==> config.mk <==
export PLATFORM = sky130hd
export DESIGN_NAME = simon_arb_ctrl
export DESIGN_NICKNAME = d
export VERILOG_FILES = /design/src/rtl/simon_arb_ctrl.sv
export SDC_FILE = /design/constraint.sdc
export NUM_CORES = 1
export LEC_CHECK = 0
export CORE_AREA = 2 2 154 156
export CTS_BUF_LIST = sky130_fd_sc_hd__clkbuf_16
export DETAILED_ROUTE_END_ITERATION = 12
export DIE_AREA = 0 0 156 158
export PLACE_DENSITY = 0.68
export SLEW_MARGIN = 20
export SYNTH_ARGS = -nofsm -noshare
export SYNTH_HDL_FRONTEND = slang
export SYNTH_SLANG_ARGS = --single-unit
==> constraint.sdc <==
create_clock -name clk -period 3 [get_ports clk]
set_clock_uncertainty 0.2 [all_clocks]
set_input_delay 0.6 -clock clk [delete_from_list [all_inputs] [get_ports clk]]
set_output_delay 0.6 -clock clk [all_outputs]
set_load 0.005 [all_outputs]
==> src/rtl/simon_arb_ctrl.sv <==
// Two-requester round-robin front end for a shared Simon 32/64 engine.
// The engine gets a start pulse, is watched for done (or a timeout), and the result goes back to the winner.
module simon_arb_ctrl #(
  parameter int CORE_TIMEOUT = 64
) (
  input  logic        clk,
  input  logic        rst_n,
  input  logic        req0_valid,
  output logic        req0_ready,
  input  logic [31:0] req0_pt,
  input  logic [63:0] req0_key,
  output logic        rsp0_valid,
  input  logic        rsp0_ready,
  output logic [31:0] rsp0_ct,
  output logic        rsp0_err,
  input  logic        req1_valid,
  output logic        req1_ready,
  input  logic [31:0] req1_pt,
  input  logic [63:0] req1_key,
  output logic        rsp1_valid,
  input  logic        rsp1_ready,
  output logic [31:0] rsp1_ct,
  output logic        rsp1_err,
  output logic        core_start,
  output logic [31:0] core_pt,
  output logic [63:0] core_key,
  input  logic        core_done,
  input  logic [31:0] core_ct
);

  typedef enum logic [1:0] {IDLE, ISSUE, WAIT, RESP} state_t;

  localparam logic [7:0] TMO_LAST = 8'(CORE_TIMEOUT - 1);

  state_t      state, state_nxt;
  logic        gnt, gnt_nxt;
  logic        last_grant, last_grant_nxt;
  logic [7:0]  timer, timer_nxt;
  logic [31:0] pt_q, pt_nxt;
  logic [63:0] key_q, key_nxt;
  logic [31:0] ct_q, ct_nxt;
  logic        err_q, err_nxt;
  logic        winner;
  logic        accept;
  logic        rsp_taken;

  // On a tie the requester that did not win last time goes first.
  assign winner     = (req0_valid && req1_valid) ? ~last_grant : req1_valid;
  // Gated by rst_n so the readies read 0 while reset is held, even with valids high.
  assign req0_ready = rst_n && (state == IDLE) && req0_valid && !winner;
  assign req1_ready = rst_n && (state == IDLE) && req1_valid && winner;
  assign accept     = req0_ready || req1_ready;
  assign rsp_taken  = gnt ? rsp1_ready : rsp0_ready;

  assign rsp0_valid = (state == RESP) && !gnt;
  assign rsp1_valid = (state == RESP) && gnt;
  assign rsp0_ct    = rsp0_valid ? ct_q : 32'h0;
  assign rsp1_ct    = rsp1_valid ? ct_q : 32'h0;
  assign rsp0_err   = rsp0_valid && err_q;
  assign rsp1_err   = rsp1_valid && err_q;
  assign core_pt    = pt_q;
  assign core_key   = key_q;

  always_ff @(posedge clk or negedge rst_n) begin
    if (!rst_n) begin
      state      <= IDLE;
      gnt        <= 1'b0;
      last_grant <= 1'b1;
      timer      <= 8'h0;
      pt_q       <= 32'h0;
      key_q      <= 64'h0;
      ct_q       <= 32'h0;
      err_q      <= 1'b0;
    end else begin
      state      <= state_nxt;
      gnt        <= gnt_nxt;
      last_grant <= last_grant_nxt;
      timer      <= timer_nxt;
      pt_q       <= pt_nxt;
      key_q      <= key_nxt;
      ct_q       <= ct_nxt;
      err_q      <= err_nxt;
    end
  end

  always_comb begin
    state_nxt      = state;
    gnt_nxt        = gnt;
    last_grant_nxt = last_grant;
    timer_nxt      = timer;
    pt_nxt         = pt_q;
    key_nxt        = key_q;
    ct_nxt         = ct_q;
    err_nxt        = err_q;
    core_start     = 1'b0;
    case (state)
      IDLE: begin
        if (accept) begin
          pt_nxt    = winner ? req1_pt  : req0_pt;
          key_nxt   = winner ? req1_key : req0_key;
          gnt_nxt   = winner;
          state_nxt = ISSUE;
        end
      end
      ISSUE: begin
        core_start = 1'b1;
        timer_nxt  = 8'h0;
        state_nxt  = WAIT;
      end
      WAIT: begin
        timer_nxt = timer + 8'h1;
        // A done landing on the timeout cycle still counts as a good result.
        if (core_done) begin
          ct_nxt    = core_ct;
          err_nxt   = 1'b0;
          state_nxt = RESP;
        end else if (timer == TMO_LAST) begin
          ct_nxt    = 32'h0;
          err_nxt   = 1'b1;
          state_nxt = RESP;
        end
      end
      RESP: begin
        if (rsp_taken) begin
          last_grant_nxt = gnt;
          state_nxt      = IDLE;
        end
      end
      default: state_nxt = IDLE;
    endcase
  end

endmodule
==> metrics <==
status completed; Switch Pwr 3.03 mW; DP HPWL 17.2 mm; Synth Instances roughly 650; Post-CTS Setup Bufs 0; Synth Cell Area 6770 um2; vias in the first global route about 6000; # IOs 398; all-layer global routing usage between 10% and 20%; Multi-input gate area roughly 3000 um2; Port Buffers between 300 and 400; most common cell in the netlist dfrtp_1; Final Power ~9.6 mW; total of warnings raised by yosys 0; Post-synth ARST share between 90% and 100%; pins over their slew limit 0; final std cells w/o fill between 1000 and 1500; die area roughly 25000 um2; largest cells by area after synthesis dfrtp_1, mux2i_1, o21ai_0, nand2_1, a22o_2; Starting Density 29.4%; FF/Latch Area 3530 um2; gp weighted congestion 0.763; Routed WL ~23 mm; first-pass GRT wire length roughly 35 mm; PwrDens between 800 and 900 nW/um2; Yosys top cell area share 51.8%; TritonCTS clock tree done; worst setup margin around 0.13 ns; Placed Cells approximately 1300; Core Area approximately 23000 um2; Sw Share 31.5%; Slew HR approximately 37%; CP arrival roughly 2.1 ns; Setup crit end kind output port; Remaining DRCs 0; Skew-Pair Late Insertion Delay a little over 0.4 ns; Area after DPL roughly 11000 um2; post-synth top area cell dfrtp_1; Avg Inst Size Synth roughly 10 um2; clk root buf clkbuf_16; CTS Buf Count 17; H-tree levels 4; EDFF count, synth 0; WP data required roughly 2.2 ns; DR pass1 iterations 4; final hold violation count 0; Hold Crit Class reg2reg; Static Leak roughly 5.2 nW; WL/cell approximately 17 um; DR vias 6063; Clock transition at path regs 0.06 ns; Startpoint Class primary input; synth unique cells 35; Reg power frac around a third; num rows 56; Seq cells post-synth roughly 140; total clock sinks 141; worst-path fanout max 4; CTS max path bufs 2; Via density 4.57; Mapped Nets between 800 and 900; setup violators final 0; Total Neg Setup Slack 0 ns; worst vdd ir about 350 uV; DRT iter0 DRCs 277; Worst Max-Slew Pin Slew roughly 0.95 ns; total global routing overflow 0; fill count around 2200; unrepaired setup endpoints after global routing no; min Tclk post-route around 2.9 ns; Synth top cells by count dfrtp_1, nand2_1, o21ai_0; Die X approximately 160 um; Post-Place Setup Slack approximately 0.15 ns; antenna viol nets, final 0; nets 1262; number of max-cap violations 0; antenna violations before repair 0; Main synth FF type dfrtp_1; Die Height 158 um; max frequency 0.348 GHz; final instance area 11600 um2; Tcrit/Tclk final a little over nine tenths; Gate power share a little over two fifths; Int Power roughly 6.6 mW; largest net degree at the start of global routing approximately 120; post-synthesis sequential area ratio ~52%; Clock Power Share about a quarter; area grow syn2layout 71.9%; WS Path Type in2out; layout cell share with drive strength beyond 1 8.20%
[sequential cells by signal, indices dropped and copies added (netlist names)]
name / count
err_q: 1
timer: 8
gnt: 1
last_grant: 1
ct_q: 32
core_key: 64
state: 2
core_pt: 32
[layout make-up]
cell class | instances | share of cell area (%)
inverters | 4 | 0.129
flip-flops and latches | 141 | 30.3
multi-input cells | 448 | 25.4
clock buffers | 17 | 3.66
repair buffers | 414 | 35.5
well taps | 290 | 3.12
diodes | 1 | 0.0215
clock inverters | 13 | 1.84
[cells by family (layout without fill, tap and decap cells)]
| group | Yosys count | count (layout) | share of synthesized area (%) |
|---|---|---|---|
| other | 0 | 1 | 0 |
| XOR/XNOR | 1 | 1 | 0.129 |
| AO/OA/AOI/OAI | 147 | 147 | 13.6 |
| flip-flops | 141 | 141 | 52.1 |
| multiplexers | 99 | 99 | 14.7 |
| buffers and inverters | 56 | 448 | 4.47 |
| AND/OR/NAND/NOR | 196 | 196 | 14.1 |
| adder cells (fa/ha/maj) | 5 | 5 | 0.924 |
[path summary, 6_finish.rpt]
kind                                     startpoint                       end  slack, ns  cells past startpoint
min in group asynchronous                     rst_n  core_key[55]$_DFFE_PN0P_       0.37                      2
min reg2reg                core_key[16]$_DFFE_PN0P_  core_key[16]$_DFFE_PN0P_       0.28                      2
min                        core_key[16]$_DFFE_PN0P_  core_key[16]$_DFFE_PN0P_       0.28                      2
max reg2reg                    state[0]$_DFFE_PN0P_      state[1]$_DFFE_PN0P_       0.79                      5
max                                      req1_valid                req1_ready       0.13                      4
max in group asynchronous                     rst_n  core_key[12]$_DFFE_PN0P_       1.09                      3
[layout by cell type (no fill, tap or decap), types with 2 or more instances in the layout]
cell type,instances
a21o_1,3
a21oi_1,4
a22o_2,31
and2_1,35
and3_1,34
buf_12,2
buf_4,13
buf_6,2
bufinv_16,5
clkbuf_16,17
clkdlybuf4s50_1,396
clkinv_4,3
dfrtp_1,140
ha_1,5
inv_1,4
inv_6,2
mux2i_1,98
nand2_1,108
nand3_1,5
nor2_1,5
nor3_1,3
o21ai_0,99
o21ai_1,3
[per-stage QoR]
stage / hold WS, ns / util, %
2_1_floorplan: 0.104 / -
3_3_place_gp: 0.215 / 47.6
3_5_place_dp: 0.215 / 47.6
4_1_cts: 0.283 / 50.4
5_1_grt: 0.305 / 50.5
6_report: 0.278 / 50.5
[worst max-delay path: stages]
cell and delay [ns]:
clkdlybuf4s50_1 0.50, a21boi_4 0.26, and3_1 0.21, clkdlybuf4s50_1 0.50
[power by group through the flow]
| stage | Clock, mW | Sequential [mW] | Combinational (mW) |
|---|---|---|---|
| after floorplan | 0 | 3.22 | 1.70 |
| after global placement | 0 | 3.23 | 4.00 |
| after detailed placement | 0 | 3.27 | 4.06 |
| after CTS | 2.42 | 3.25 | 4.07 |
| after global routing | 2.51 | 3.36 | 4.43 |
| final | 2.34 | 3.24 | 4.01 |
[timing repair]
action,4_1_cts,5_1_grt
setup endpoints to repair,0,15
hold buffers,1,0
hold endpoints to repair,7,0
gates resized for setup,0,2
[per-layer routing]
| layer | wire length, um | GRT usage, % |
|---|---|---|
| met2 | 11400 | 31.4 |
| met3 | 1990 | 6.08 |
| met4 | 274 | 4.67 |
| met1 | 9500 | 22.2 |
| met5 | 0 | 0 |
No activity file was read; power rests on OpenSTA's default activity.
